<file path="src/rtl/usb_handshake_responder.sv">
// Low-speed USB device handshake sequencer: decides ACK/NAK/STALL/silence for OUT/SETUP
// transactions, tracks per-endpoint data toggles and emits the 1-byte handshake packet.
module usb_handshake_responder #(
    parameter int unsigned NUM_EP     = 16,
    parameter int unsigned TURNAROUND = 32,
    parameter int unsigned TIMEOUT    = 288
) (
    input  logic              clk,
    input  logic              reset,
    input  logic [6:0]        dev_address,
    input  logic              token_valid,
    input  logic [3:0]        pid,
    input  logic [6:0]        address,
    input  logic [3:0]        end_point,
    input  logic              packet_end,
    input  logic              packet_ok,
    input  logic              rx_active,
    input  logic [NUM_EP-1:0] ep_stall,
    input  logic [NUM_EP-1:0] ep_ready,
    input  logic [NUM_EP-1:0] ep_toggle_clr,
    output logic [7:0]        tx_data,
    output logic              tx_valid,
    input  logic              tx_ready,
    output logic              data_accept,
    output logic              setup_rcvd,
    output logic              in_req,
    output logic [3:0]        cur_ep,
    output logic              timeout,
    output logic              busy
);

    localparam int unsigned CNT_MAX = (TIMEOUT > TURNAROUND) ? TIMEOUT : TURNAROUND;
    localparam int unsigned CNT_W   = $clog2(CNT_MAX + 1);

    localparam logic [3:0] PID_OUT   = 4'b0001;
    localparam logic [3:0] PID_IN    = 4'b1001;
    localparam logic [3:0] PID_SETUP = 4'b1101;
    localparam logic [3:0] PID_DATA0 = 4'b0011;
    localparam logic [3:0] PID_DATA1 = 4'b1011;
    localparam logic [3:0] PID_ACK   = 4'b0010;
    localparam logic [3:0] PID_NAK   = 4'b1010;
    localparam logic [3:0] PID_STALL = 4'b1110;

    typedef enum logic [1:0] {
        ST_IDLE,
        ST_WAIT_DATA,
        ST_TURN,
        ST_SEND
    } state_t;

    state_t            state;
    logic [CNT_W-1:0]  cnt;
    logic              is_setup;
    logic [3:0]        hs_q;
    logic [NUM_EP-1:0] toggle;

    logic              own_token_c;
    logic              restart_c;
    logic              is_data_c;
    logic              good_data_c;
    logic [3:0]        hs_c;
    logic              accept_c;
    logic [NUM_EP-1:0] tog_set_c;
    logic [NUM_EP-1:0] tog_flip_c;

    assign busy = (state != ST_IDLE);

    // Handshake decision for the payload that ends this cycle
    always_comb begin
        own_token_c = token_valid && (address == dev_address) && (32'(end_point) < NUM_EP);
        restart_c   = own_token_c && ((pid == PID_OUT) || (pid == PID_SETUP));
        is_data_c   = (pid == PID_DATA0) || (pid == PID_DATA1);
        good_data_c = (state == ST_WAIT_DATA) && !restart_c && packet_end && packet_ok && is_data_c;
        hs_c        = PID_ACK;
        accept_c    = 1'b0;
        tog_set_c   = '0;
        tog_flip_c  = '0;
        if (is_setup) begin
            accept_c          = 1'b1;
            tog_set_c[cur_ep] = 1'b1;
        end else if (ep_stall[cur_ep]) begin
            hs_c = PID_STALL;
        end else if (!ep_ready[cur_ep]) begin
            hs_c = PID_NAK;
        end else if (pid[3] == toggle[cur_ep]) begin
            accept_c           = 1'b1;
            tog_flip_c[cur_ep] = 1'b1;
        end
        if (!good_data_c) begin
            accept_c   = 1'b0;
            tog_set_c  = '0;
            tog_flip_c = '0;
        end
    end

    // Toggle bits; a level clear overrides any same-cycle set or flip
    always_ff @(posedge clk) begin
        if (!reset) begin
            toggle <= '0;
        end else begin
            toggle <= ((toggle ^ tog_flip_c) | tog_set_c) & ~ep_toggle_clr;
        end
    end

    always_ff @(posedge clk) begin
        if (!reset) begin
            state       <= ST_IDLE;
            cnt         <= '0;
            is_setup    <= 1'b0;
            hs_q        <= '0;
            cur_ep      <= '0;
            tx_data     <= '0;
            tx_valid    <= 1'b0;
            data_accept <= 1'b0;
            setup_rcvd  <= 1'b0;
            in_req      <= 1'b0;
            timeout     <= 1'b0;
        end else begin
            data_accept <= 1'b0;
            setup_rcvd  <= 1'b0;
            in_req      <= 1'b0;
            timeout     <= 1'b0;
            case (state)
                ST_IDLE: begin
                    if (restart_c) begin
                        cur_ep   <= end_point;
                        is_setup <= (pid == PID_SETUP);
                        cnt      <= '0;
                        state    <= ST_WAIT_DATA;
                    end else if (own_token_c && (pid == PID_IN)) begin
                        in_req <= 1'b1;
                        cur_ep <= end_point;
                    end
                end
                ST_WAIT_DATA: begin
                    if (restart_c) begin
                        cur_ep   <= end_point;
                        is_setup <= (pid == PID_SETUP);
                        cnt      <= '0;
                    end else if (packet_end) begin
                        if (good_data_c) begin
                            hs_q        <= hs_c;
                            data_accept <= accept_c;
                            setup_rcvd  <= accept_c && is_setup;
                            cnt         <= '0;
                            state       <= ST_TURN;
                        end else begin
                            state <= ST_IDLE;
                        end
                    end else if (!rx_active) begin
                        if (cnt == CNT_W'(TIMEOUT - 1)) begin
                            timeout <= 1'b1;
                            state   <= ST_IDLE;
                        end else begin
                            cnt <= cnt + CNT_W'(1);
                        end
                    end
                end
                ST_TURN: begin
                    // Host still talking: the bus is not ours, drop the handshake
                    if (rx_active) begin
                        state <= ST_IDLE;
                    end else if (cnt == CNT_W'(TURNAROUND - 1)) begin
                        tx_data  <= {~hs_q, hs_q};
                        tx_valid <= 1'b1;
                        state    <= ST_SEND;
                    end else begin
                        cnt <= cnt + CNT_W'(1);
                    end
                end
                ST_SEND: begin
                    if (tx_ready) begin
                        tx_valid <= 1'b0;
                        tx_data  <= '0;
                        state    <= ST_IDLE;
                    end
                end
                default: state <= ST_IDLE;
            endcase
        end
    end

endmodule

</file>
<file path="config.mk">
export PLATFORM = sky130hd
export DESIGN_NAME = usb_handshake_responder
export DESIGN_NICKNAME = d
export VERILOG_FILES = /design/src/rtl/usb_handshake_responder.sv
export SDC_FILE = /design/constraint.sdc
export NUM_CORES = 1
export LEC_CHECK = 0
export CAP_MARGIN = 10
export CORE_MARGIN = 5
export CORE_UTILIZATION = 47
export CTS_CLUSTER_SIZE = 30
export DETAILED_ROUTE_END_ITERATION = 10
export HOLD_SLACK_MARGIN = 0.12
export PLACE_DENSITY = 0.9
export SYNTH_ARGS = -nofsm -noshare
export SYNTH_HDL_FRONTEND = slang
export SYNTH_SLANG_ARGS = --single-unit
</file>
<file path="constraint.sdc">
create_clock -name clk -period 3.5 [get_ports clk]
set_clock_uncertainty 0.2 [all_clocks]
set_input_delay 0.7 -clock clk [delete_from_list [all_inputs] [get_ports clk]]
set_output_delay 0.7 -clock clk [all_outputs]
set_load 0.01 [all_outputs]
</file>
# Word-level counts from Yosys, hierarchy flattened
# Cells that the tools add are included.
# totals
regBits	49
in_bits	77
output_inout_bits	18
word_cells	135
# classes
addsub	1
order_cmp	2
n_eq_ne	26
n_mux	56
n_bitwise	11
n_reduce_logical	27
# ops
operator	n
$mux W16	7
$mux W9	8
$pmux W9 S3	1
$mux W4	6
$mux W8	3
$mux W2	9
$and A16 B16 Y16	1
$not A16 Y16	1
$or A16 B16 Y16	1
$pmux W8 S2	1
$xor A16 B16 Y16	1
$mux W1	14
$ne A2 B2 Y1 const B	7
$bmux W1 S4	3
$eq A4 B4 Y1 const B	3
$ne A4 B4 Y1 const B	3
$reduce_or A5 Y1	2
$add A9 B1 Y9 const B	1
$eq A9 B5 Y1 const B	1
$eq A9 B9 Y1 const B	1
$logic_and A1 B1 Y1	9
$ne A3 B3 Y1 const B	3
$pmux W2 S4	1
$pmux W4 S2	1
other kinds (25)	35

# Logic depth before layout (Yosys ltp)
# Gate-level depths: netlist (run 1).
# logic_depth
word_depth	12
ltp_mapped	9
ltp_nobuf	8

# Least setup slack after synthesis (run 1)
# Ideal clock, no wire load.
# synth_path
path_type	in2reg
start	input port dev_address[2]
end	register cnt[3]
setup_time_ns	0.117
arrival_ns	2.459
t_required_ns	3.183
slack_ns	0.723
stages	7
path_buffers	1
cell_sequence	xor2_1 > nor4_2 > nand4_1 > a221oi_1 > clkbuf_1 > o21ai_0 > a32o_1
# synth_via
elab_chain_cells	10
word_cells_on_any_way	15
cone_classes	5 x eq/ne; 2 x mux; 8 x reduce/logical
# synth_rtl
element	line	rtl
start, declared	10	input logic [6:0] dev_address,
$eq A7 B7 Y1 (*)	70	own_token_c = token_valid && (address == dev_address) && (32'(end_point) < NUM_EP);
$logic_and A1 B1 Y1 (*)	70	
$logic_and A1 B1 Y1 (*)	71	restart_c = own_token_c && ((pid == PID_OUT) || (pid == PID_SETUP));
$logic_not A1 Y1	73	good_data_c = (state == ST_WAIT_DATA) && !restart_c && packet_end && packet_ok && is_data_c;
$logic_and A1 B1 Y1 (4 in a row)	73	
$ne A4 B4 Y1 (no source line)	--	
$reduce_and A7 Y1 (no source line)	--	
end signal, assigned	155	cnt <= cnt + CNT_W'(1);
end signal, assigned	168	cnt <= cnt + CNT_W'(1);
end, declared	52	logic [CNT_W-1:0] cnt;
# Every way passes the cells marked *; elsewhere a longest branch is shown, timed or not.
# A chain may end at the register's enable or synchronous reset.

# Final worst setup path (run 1)
# layout_path
start	register cur_ep[0]
end	register toggle[6]
# layout_via
elab_chain_cells	12
word_cells_on_any_way	22
cone_classes	2 x order compare; 1 x eq/ne; 15 x mux; 3 x bitwise; 1 x reduce/logical
# layout_rtl
element	line	rtl
start, declared	27	output logic [3:0] cur_ep,
start signal, assigned	126	cur_ep <= end_point;
start signal, assigned	132	cur_ep <= end_point;
start signal, assigned	137	cur_ep <= end_point;
$lt A4 B5 Y1 (not written as such) or $ge A4 B1 Y1 (tied branches)	80, 87	
$logic_and A1 B1 Y1 (not written as such)	80, 87	
$mux W1 (not written as such)	80, 87	
$demux W1 S4	80, 87	
$mux W16	85	end else if (pid[3] == toggle[cur_ep]) begin
$mux W16	83	end else if (!ep_ready[cur_ep]) begin
$mux W16	81	end else if (ep_stall[cur_ep]) begin
$mux W16	78	if (is_setup) begin
$mux W16	89	if (!good_data_c) begin
$xor A16 B16 Y16	101	toggle <= ((toggle ^ tog_flip_c) | tog_set_c) & ~ep_toggle_clr;
$or A16 B16 Y16 (*)	101	
$and A16 B16 Y16 (*)	101	
end signal, assigned	101	
end, declared	55	logic [NUM_EP-1:0] toggle;
# Every way passes the cells marked *; elsewhere a longest branch is shown, timed or not. The select of a mux whose other input is x is not followed.

==> results of run 1 <==
[path summary, 6_finish.rpt]
check	start	end	slack (ns)	depth (start not counted)
max reg2reg	cur_ep[0]$_SDFFE_PN0P_	toggle[6]$_SDFF_PN0_	0.41	6
max	cur_ep[0]$_SDFFE_PN0P_	toggle[6]$_SDFF_PN0_	0.41	6
min	toggle[6]$_SDFF_PN0_	toggle[6]$_SDFF_PN0_	0.29	2
min reg2reg	toggle[6]$_SDFF_PN0_	toggle[6]$_SDFF_PN0_	0.29	2
[state kept, by name, indices dropped and copies added (netlist names)]
register     cells
is_setup         1
cnt              9
setup_rcvd       1
data_accept      1
state            2
tx_data          7
hs_q             3
in_req           1
timeout          1
toggle          16
cur_ep           4
[area by class of cell]
type	count	area (µm²)	area share
clock buffer	7	96.3	0.0232
inverter	10	37.5	0.00903
sequential	46	921	0.221
clock inverter	1	8.76	0.00211
timing repair buffer	105	1020	0.246
multi-input combinational	267	1980	0.475
tap	77	96.3	0.0232
[worst register-to-register path: cells and delay by family, from the launching register on]
family,cells,cell delay [ns]
muxes,1,0.65
and+or+nand+nor,2,0.65
AOI/OAI and AO/OA,3,0.81
DFF,1,0.72
[cells by family (layout without fill, tap and decap cells)]
kind of cell / Yosys count / count (layout) / share of synthesized area
buffers and inverters: 32 / 123 / 0.0496
XOR/XNOR: 11 / 11 / 0.0316
AND/OR/NAND/NOR: 146 / 146 / 0.276
adder cells (fa/ha/maj): 5 / 5 / 0.0205
other: 1 / 1 / 0.00123
multiplexers: 28 / 28 / 0.141
AO/OA/AOI/OAI: 76 / 76 / 0.178
flip-flops: 46 / 46 / 0.302
[power by group through the flow]
stage	logic [mW]	registers, mW	clock network (mW)
final	0.184	0.526	0.366
after CTS	0.183	0.526	0.377
after floorplan	0.0710	0.538	0
after global routing	0.198	0.526	0.397
after global placement	0.176	0.538	0
after detailed placement	0.182	0.538	0
[through the flow]
step | setup WS [ns] | hold slack (ns) | utilization | area (µm²)
after global placement | 0.203 | 0.264 | 0.642 | 4050
after CTS | 0.416 | 0.287 | 0.659 | 4160
after floorplan | 0.723 | 0.251 | - | 3050
after detailed placement | 0.142 | 0.274 | 0.642 | 4050
final | 0.409 | 0.285 | 0.659 | 4160
after global routing | 0.203 | 0.296 | 0.659 | 4160
[synthesized netlist by cell type, drive strengths merged (3+ instances only)]
cell / instances
a2111oi: 8
a21oi: 16
a22oi: 4
a31oi: 5
a32o: 6
and3: 5
buf: 10
clkbuf: 12
dfxtp: 46
ha: 5
inv: 9
mux2: 4
mux2i: 14
mux4: 10
nand2: 21
nand2b: 7
nand3: 15
nand3b: 7
nand4: 6
nor2: 34
nor2b: 6
nor3: 12
nor3b: 6
nor4: 7
o21ai: 13
o22ai: 7
o311ai: 4
or2: 3
or4: 9
xnor2: 3
xor2: 8
[cell usage in the layout, fill, tap and decap left out, drive strengths merged, types with 5 or more instances in the layout]
cell type | synthesis | layout
a2111oi | 8 | 8
a21oi | 16 | 16
a31oi | 5 | 5
a32o | 6 | 6
and3 | 5 | 5
buf | 10 | 12
clkbuf | 12 | 7
clkdlybuf4s50 | 0 | 93
dfxtp | 46 | 46
ha | 5 | 5
inv | 9 | 9
mux2i | 14 | 14
mux4 | 10 | 10
nand2 | 21 | 21
nand2b | 7 | 7
nand3 | 15 | 15
nand3b | 7 | 7
nand4 | 6 | 6
nor2 | 34 | 34
nor2b | 6 | 6
nor3 | 12 | 12
nor3b | 6 | 6
nor4 | 7 | 7
o21ai | 13 | 13
o22ai | 7 | 7
or4 | 9 | 9
xor2 | 8 | 8
[per-layer routing]
metal  track usage  routed length, µm  vias up
li1              -                  -     1490
met1         0.265               3760     1483
met2         0.363               4330      118
met3        0.0475                545       14
met4        0.0633                133        0
met5             0                  0        -
==> flow_summary.json, run 1 <==
{
  "clk_pin_slew_ns": 0.09,
  "die-area_mm2": 0.00820,
  "async_flop_share": 0,
  "core_area_mm2": 0.00631,
  "pwr-share-comb": 0.171,
  "pin_count": 95,
  "post-route-period-util": 0.883,
  "gp_congestion": 0.843,
  "post_cts_resized": 0,
  "synth.distinct_cells": 59,
  "fin_nets": 517,
  "slew_viol_final": 0,
  "vias": 3105,
  "cts_tree": "done",
  "total_power_mw": 1.08,
  "wl_per_cell_um": 17.1,
  "syn_avg_cell_area_um2": 8.84,
  "post_cts_buffers": 0,
  "netlist_area_mm2": 0.00305,
  "die_w_um": 90.5,
  "hold_path.class": "flop to flop",
  "swShare": 0.242,
  "critPathBufInv": 0,
  "rsz0062_at_grt": "no",
  "placed_cells": 505,
  "worst_pin_slew_ns": 0.760,
  "status": "finished clean",
  "via_per_inst": 6.05,
  "drtPass1Iterations": 5,
  "crit_arrival_ns": 3.13,
  "hpwlAfterDp_mm": 6.78,
  "cp-start-kind": "flop",
  "yosysSeqAreaShare": 0.302,
  "path_delay_family": "compound AO/OA/AOI/OAI gates",
  "grt.total_usage": 0.212,
  "grt_antenna_before_repair": 0,
  "numClockSinks": 46,
  "grt_pass1_wl_mm": 14.6,
  "internal_power_mw": 0.816,
  "yosysTopAreaCell": "dfxtp_1",
  "switchingPower_mw": 0.260,
  "start_util": 0.483,
  "hold_violations": 0,
  "path_cells": "mux4_1, a22oi_2, nand3_4, or3_1, o41a_1, o21ai_1",
  "ir_drop_uv": 166,
  "h-tree-depth": 2,
  "synth_nets": 427,
  "area_growth_pct": 36.4,
  "worstPathMaxFanout": 12,
  "grt_overflow": 0,
  "p_seq_frac": 0.488,
  "std_cell_rows": 29,
  "fin_crit_ns": 3.09,
  "setup_viol": 0,
  "totalWireLength_mm": 8.77,
  "grt_pass1_vias": 3043,
  "synth-edff-count": 0,
  "critPathSlowestCell": "dfxtp_1",
  "yosys_warnings": 0,
  "syn_inst": 345,
  "grt_max_degree": 26,
  "crit_type": "flop to flop",
  "cp-end-kind": "flop",
  "drive_above_1_share": 0.0894,
  "synth_top_flop_cell": "dfxtp_1",
  "synth_top_area_frac": 0.302,
  "drt_iter0_drc": 259,
  "synth_area_leaders": "dfxtp_1 30%, mux2i_1 4.6%, mux4_1 4.3%",
  "layout.cells.non_filler": 513,
  "drc": 0,
  "cts-root-buf": "clkbuf_8",
  "diodes": 0,
  "relSlewSlack": 0.486,
  "die_h_um": 90.5,
  "finalSetupTns_ns": 0,
  "maxCapViolCount": 0,
  "cts_buffers": 5,
  "slowest_delay_ns": 0.72,
  "clock_path_buffers": 2,
  "power_leakage_nw": 1.40,
  "worstSkewPairLatency_ns": 0.31,
  "cts_hold_buffers": 0,
  "clock.fmax_mhz": 323,
  "fillers": 501,
  "numPortBuffers": 93,
  "power_density_mw_per_mm2": 259,
  "p_clk_frac": 0.340,
  "ant_nets": 0,
  "synth-seq-cells": 46,
  "required_ns": 3.54
}
(Power assumes the default switching activity.)
==> run 2, diff against run 1 <==
--- a/config.mk
+++ b/config.mk
@@ -5,13 +5,14 @@
 export SDC_FILE = /design/constraint.sdc
 export NUM_CORES = 1
 export LEC_CHECK = 0
+export ABC_CLOCK_PERIOD_IN_PS = 2600
 export CAP_MARGIN = 10
 export CORE_MARGIN = 5
-export CORE_UTILIZATION = 47
+export CORE_UTILIZATION = 43
 export CTS_CLUSTER_SIZE = 30
 export DETAILED_ROUTE_END_ITERATION = 10
 export HOLD_SLACK_MARGIN = 0.12
-export PLACE_DENSITY = 0.9
+export PLACE_DENSITY = 0.87
 export SYNTH_ARGS = -nofsm -noshare
 export SYNTH_HDL_FRONTEND = slang
 export SYNTH_SLANG_ARGS = --single-unit
==> constraint.sdc (replaced) <==
create_clock -name clk -period 2.6 [get_ports clk]
set_clock_uncertainty 0.2 [all_clocks]
set_input_delay 0.52 -clock clk [delete_from_list [all_inputs] [get_ports clk]]
set_output_delay 0.52 -clock clk [all_outputs]
set_load 0.01 [all_outputs]
==> run 2 against run 1 <==
Register-to-register slack lost 0.36 ns. Sequential share of layout area shrank 2.2 points. Final area grew 12%. Largest power group unchanged. Via count grew 6.2%. Total power grew 38%. Die area grew 8.3%. Worst setup slack lost 0.38 ns. Highest routed layer unchanged. Count of clock-buffer cells in the layout shrank 2. Routed wire length grew 13%.
==> flow_summary.json, run 2 (synthesis gave the netlist of run 1 again) <==
{
  "status": "finished clean",
  "ir_drop_uv": 195,
  "rsz0062_at_grt": "yes",
  "vias": 3299,
  "die-area_mm2": 0.00888,
  "cts_tree": "done",
  "grt_max_degree": 34,
  "cts_buffers": 5,
  "grt.total_usage": 0.211,
  "grt_pass1_wl_mm": 15.2,
  "hold_violations": 0,
  "min_from": "cnt[1]$_SDFFE_PN0P_",
  "r2r_start": "cur_ep[0]$_SDFFE_PN0P_",
  "totalWireLength_mm": 9.90,
  "clock.fmax_mhz": 389,
  "setup_viol": 0,
  "ant_nets": 0,
  "power_density_mw_per_mm2": 319,
  "drtPass1Iterations": 7,
  "hold_path.class": "flop to flop",
  "gp_congestion": 0.894,
  "layout_common_cells": "76 x clkdlybuf4s50_1, 48 x buf_4, 45 x dfxtp_1",
  "largest_register": "toggle",
  "largest_reg_flops": 16,
  "required_ns": 2.60,
  "drive_above_1_share": 0.229,
  "fin_ws_ns": 0.0320,
  "post-route-period-util": 0.988,
  "startpoint": "ep_stall[15]",
  "slew_viol_final": 0,
  "start_util": 0.446,
  "grt_antenna_before_repair": 0,
  "clock_path_buffers": 2,
  "die_w_um": 94.2,
  "die_h_um": 94.2,
  "pre_cts_ws_ns": -0.460,
  "core_area_mm2": 0.00683,
  "wl_per_cell_um": 17.3,
  "fillers": 530,
  "layout_commonest_cell": "clkdlybuf4s50_1",
  "h-tree-depth": 2,
  "drc": 0,
  "fin_nets": 557,
  "std_cell_rows": 30,
  "cp-end-kind": "flop",
  "hpwlAfterDp_mm": 7.07,
  "worstSkewPairLatency_ns": 0.31,
  "maxCapViolCount": 0,
  "worstPathMaxFanout": 8,
  "cp-start-kind": "input port",
  "drt_iter0_drc": 238,
  "whs_ns": 0.300,
  "cts-root-buf": "clkbuf_8",
  "crit_arrival_ns": 2.57,
  "numClockSinks": 46,
  "grt_overflow": 0,
  "numPortBuffers": 93,
  "power_leakage_nw": 1.69,
  "diodes": 0,
  "area_growth_pct": 52.2,
  "crit_type": "input port to flop",
  "pin_count": 95,
  "via_per_inst": 5.77,
  "fin_crit_ns": 2.57,
  "grt_pass1_vias": 3255,
  "total_power_mw": 1.48,
  "clk_pin_slew_ns": 0.10,
  "reg_top3": "toggle (16), cnt (9), tx_data (7)"
}
run 2: power by group:
part / internal [mW] / switching, mW / leakage [nW] / total [mW]
Sequential: 0.705 / 0.00169 / 0.371 / 0.707
Clock: 0.202 / 0.289 / 0.0506 / 0.491
Combinational: 0.169 / 0.114 / 1.27 / 0.283
Total: 1.08 / 0.404 / 1.69 / 1.48
run 2: layout make-up:
cell class | instances | area (µm²) | area share
clock buffer | 5 | 68.8 | 0.0148
clock inverter | 3 | 28.8 | 0.00620
inverter | 10 | 37.5 | 0.00809
multi-input combinational | 267 | 2130 | 0.458
sequential | 46 | 925 | 0.199
tap | 96 | 120 | 0.0259
timing repair buffer | 145 | 1340 | 0.288
run 2: worst max-delay path, cell delays in order:
cell             delay (ns)
clkdlybuf4s50_1        0.40
mux4_2                 0.48
nand3_2                0.11
nand3_4                0.12
or3_4                  0.42
buf_6                  0.15
nor3_1                 0.25
o22ai_1                0.10
run 2: metrics by stage:
stage / cell area [µm²] / setup TNS [ns] / instances / util
2_1_floorplan: 3050 / 0 / 345 / -
3_3_place_gp: 4300 / -7.65 / 554 / 0.630
3_5_place_dp: 4300 / -9.47 / 554 / 0.630
4_1_cts: 4470 / 0 / 567 / 0.654
5_1_grt: 4640 / -0.578 / 572 / 0.679
6_report: 4640 / 0 / 572 / 0.679
run 2: timing repair:
item | in CTS | in global routing
cloned | 0 | 1
setup endpoints to repair | 19 | 24
buffers inserted | 5 | 4
hold buffers | 0 | 0
resized for setup | 23 | 39
pin swaps | 14 | 24
run 2: worst paths after layout:
kind	cells after the start	slack [ns]	endpoint
setup / recovery	8	0.03	toggle[14]$_SDFF_PN0_
hold / removal	2	0.30	cnt[1]$_SDFFE_PN0P_
setup reg to reg	7	0.05	toggle[14]$_SDFF_PN0_
hold reg to reg	2	0.30	cnt[1]$_SDFFE_PN0P_
run 2: routing by layer:
| metal | wire length (µm) | part of all wire | vias to the layer above | global-route usage |
|---|---|---|---|---|
| met3 | 582 | 0.059 | 29 | 0.0441 |
| met5 | 0 | 0 | - | 0 |
| met2 | 5100 | 0.52 | 130 | 0.369 |
| met1 | 3970 | 0.40 | 1569 | 0.258 |
| li1 | - | - | 1571 | - |
| met4 | 245 | 0.025 | 0 | 0.0686 |
==> run 3, diff against run 2 <==
--- a/config.mk
+++ b/config.mk
@@ -13,6 +13,7 @@
 export DETAILED_ROUTE_END_ITERATION = 10
 export HOLD_SLACK_MARGIN = 0.12
 export PLACE_DENSITY = 0.87
+export RECOVER_POWER = 100
 export SYNTH_ARGS = -nofsm -noshare
 export SYNTH_HDL_FRONTEND = slang
 export SYNTH_SLANG_ARGS = --single-unit
==> run 3 against run 2 <==
Worst hold slack hardly changed. Cell count did not move. Total power increased by 0.30%. Register-to-register slack hardly changed. Highest routed layer unchanged.
==> flow_summary.json, run 3 (synthesis gave the netlist of run 1 again) <==
{
  "status": "finished clean",
  "slew_viol_final": 0,
  "std_cell_rows": 30,
  "drt_iter0_drc": 280,
  "reg2reg_slack_ns": 0.05,
  "fillers": 532,
  "clock.fmax_mhz": 389,
  "grt_pass1_vias": 3255,
  "maxCapViolCount": 0,
  "largest_reg_flops": 16,
  "drc": 0,
  "rr_endpoint": "toggle[4]$_SDFF_PN0_",
  "grt.total_usage": 0.211,
  "power_leakage_nw": 1.73,
  "h-tree-depth": 2,
  "crit_type": "input port to flop",
  "fin_crit_ns": 2.57,
  "crit_end": "toggle[4]$_SDFF_PN0_",
  "start_util": 0.446,
  "grt_pass1_wl_mm": 15.2,
  "hold_violations": 0,
  "post-route-period-util": 0.989,
  "grt_max_degree": 34,
  "worstPathMaxFanout": 8,
  "hold_path.class": "flop to flop",
  "layout_commonest_cell": "clkdlybuf4s50_1",
  "die-area_mm2": 0.00888,
  "power_density_mw_per_mm2": 321,
  "ir_drop_uv": 200,
  "clk_pin_slew_ns": 0.11,
  "slowest_delay_ns": 0.48,
  "required_ns": 2.60,
  "ant_nets": 0,
  "cp-end-kind": "flop",
  "via_per_inst": 5.79,
  "critPathSlowestCell": "mux4_2",
  "setup_viol": 0,
  "numClockSinks": 46,
  "numPortBuffers": 93,
  "core_area_mm2": 0.00683,
  "pin_count": 95,
  "worstSkewPairLatency_ns": 0.31,
  "area_growth_pct": 51.9,
  "totalWireLength_mm": 9.98,
  "cts_hold_buffers": 0,
  "path_cells": "clkdlybuf4s50_1, mux4_2, nand3_2, nand3_4, or3_4, buf_6, o311ai_2, o21ai_1",
  "final_util": 0.678,
  "grt_antenna_before_repair": 0,
  "gp_congestion": 0.894,
  "drtPass1Iterations": 5,
  "cp-start-kind": "input port",
  "die_h_um": 94.2,
  "largest_register": "toggle",
  "wl_per_cell_um": 17.4,
  "grt_overflow": 0,
  "clock_path_buffers": 2,
  "fin_ws_ns": 0.0274,
  "startpoint": "ep_stall[15]",
  "reg2reg_depth": 7,
  "reg_top3": "toggle (16), cnt (9), tx_data (7)",
  "cts_tree": "done",
  "crit_arrival_ns": 2.58,
  "die_w_um": 94.2,
  "pre_cts_ws_ns": -0.460,
  "cts_buffers": 5,
  "vias": 3310,
  "rsz0062_at_grt": "yes",
  "r2r_start": "cur_ep[0]$_SDFFE_PN0P_",
  "hpwlAfterDp_mm": 7.07,
  "whs_ns": 0.300,
  "fin_nets": 557,
  "layout_common_cells": "63 x clkdlybuf4s50_1, 45 x dfxtp_1, 45 x buf_4",
  "drive_above_1_share": 0.223,
  "diodes": 0,
  "cts-root-buf": "clkbuf_8"
}
run 3: cell count changes in the layout (fill, tap and decap cells not counted), sizes merged:
cell,delta
clkdlybuf4s50,-13
clkbuf,+3
dlygate4sd3,+13
buf,-3
run 3: worst max-delay path, delay by kind of cell:
| kind | cells | cell delay (ns) |
|---|---|---|
| simple gates | 3 | 0.65 |
| buf+inv | 2 | 0.55 |
| mux | 1 | 0.48 |
| compound gates | 2 | 0.37 |
run 3: worst min-delay path by stage:
stage / end / slack [ns] / depth (start not counted) / startpoint
after floorplan: toggle[4]$_SDFF_PN0_ / 0.25 / 2 / toggle[4]$_SDFF_PN0_
after global placement: toggle[4]$_SDFF_PN0_ / 0.26 / 2 / toggle[4]$_SDFF_PN0_
after detailed placement: tx_data[6]$_SDFFE_PN0P_ / 0.29 / 2 / tx_data[6]$_SDFFE_PN0P_
after CTS: toggle[7]$_SDFF_PN0_ / 0.30 / 2 / toggle[7]$_SDFF_PN0_
after global routing: toggle[7]$_SDFF_PN0_ / 0.31 / 2 / toggle[7]$_SDFF_PN0_
final: cnt[1]$_SDFFE_PN0P_ / 0.30 / 2 / cnt[1]$_SDFFE_PN0P_
run 3: layout make-up:
cell class              count  area (µm²)  area share
flip-flops and latches     46         925       0.200
inverters                  10        37.5     0.00811
well taps                  96         120      0.0259
repair buffers            145        1320       0.286
clock buffers               5        68.8      0.0149
multi-input cells         267        2130       0.459
clock inverters             3        28.8     0.00621
run 3: stage by stage:
| stage | total power, mW | std cells | setup TNS, ns | cell area (µm²) |
|---|---|---|---|---|
| 6_report | 1.48 | 572 | 0 | 4630 |
| 5_1_grt | 1.53 | 572 | -0.499 | 4630 |
| 4_1_cts | 1.47 | 567 | 0 | 4470 |
| 3_5_place_dp | 0.989 | 554 | -9.47 | 4300 |
| 3_3_place_gp | 0.981 | 554 | -7.65 | 4300 |
| 2_1_floorplan | 0.819 | 345 | 0 | 3050 |
run 3: what timing repair did:
item                       in CTS  in global routing
pin swaps                      14                 24
setup endpoints to repair      19                 24
setup buffers                   5                  4
hold endpoints to repair        0                  0
gates cloned                    0                  1
gates resized for setup        23                 39
run 3: layer usage:
layer  global-route usage  part of all wire  up-vias
li1                     -                 -     1568
met1                0.258              0.40     1591
met2                0.369              0.52      125
met3               0.0441             0.058       26
met4               0.0686             0.026        0
met5                    0                 0        -
run 3: power breakdown:
group	total [mW]	leakage (nW)	internal [mW]	switching (mW)
Sequential	0.707	0.371	0.705	0.00167
Combinational	0.281	1.30	0.167	0.114
Clock	0.497	0.0506	0.202	0.295
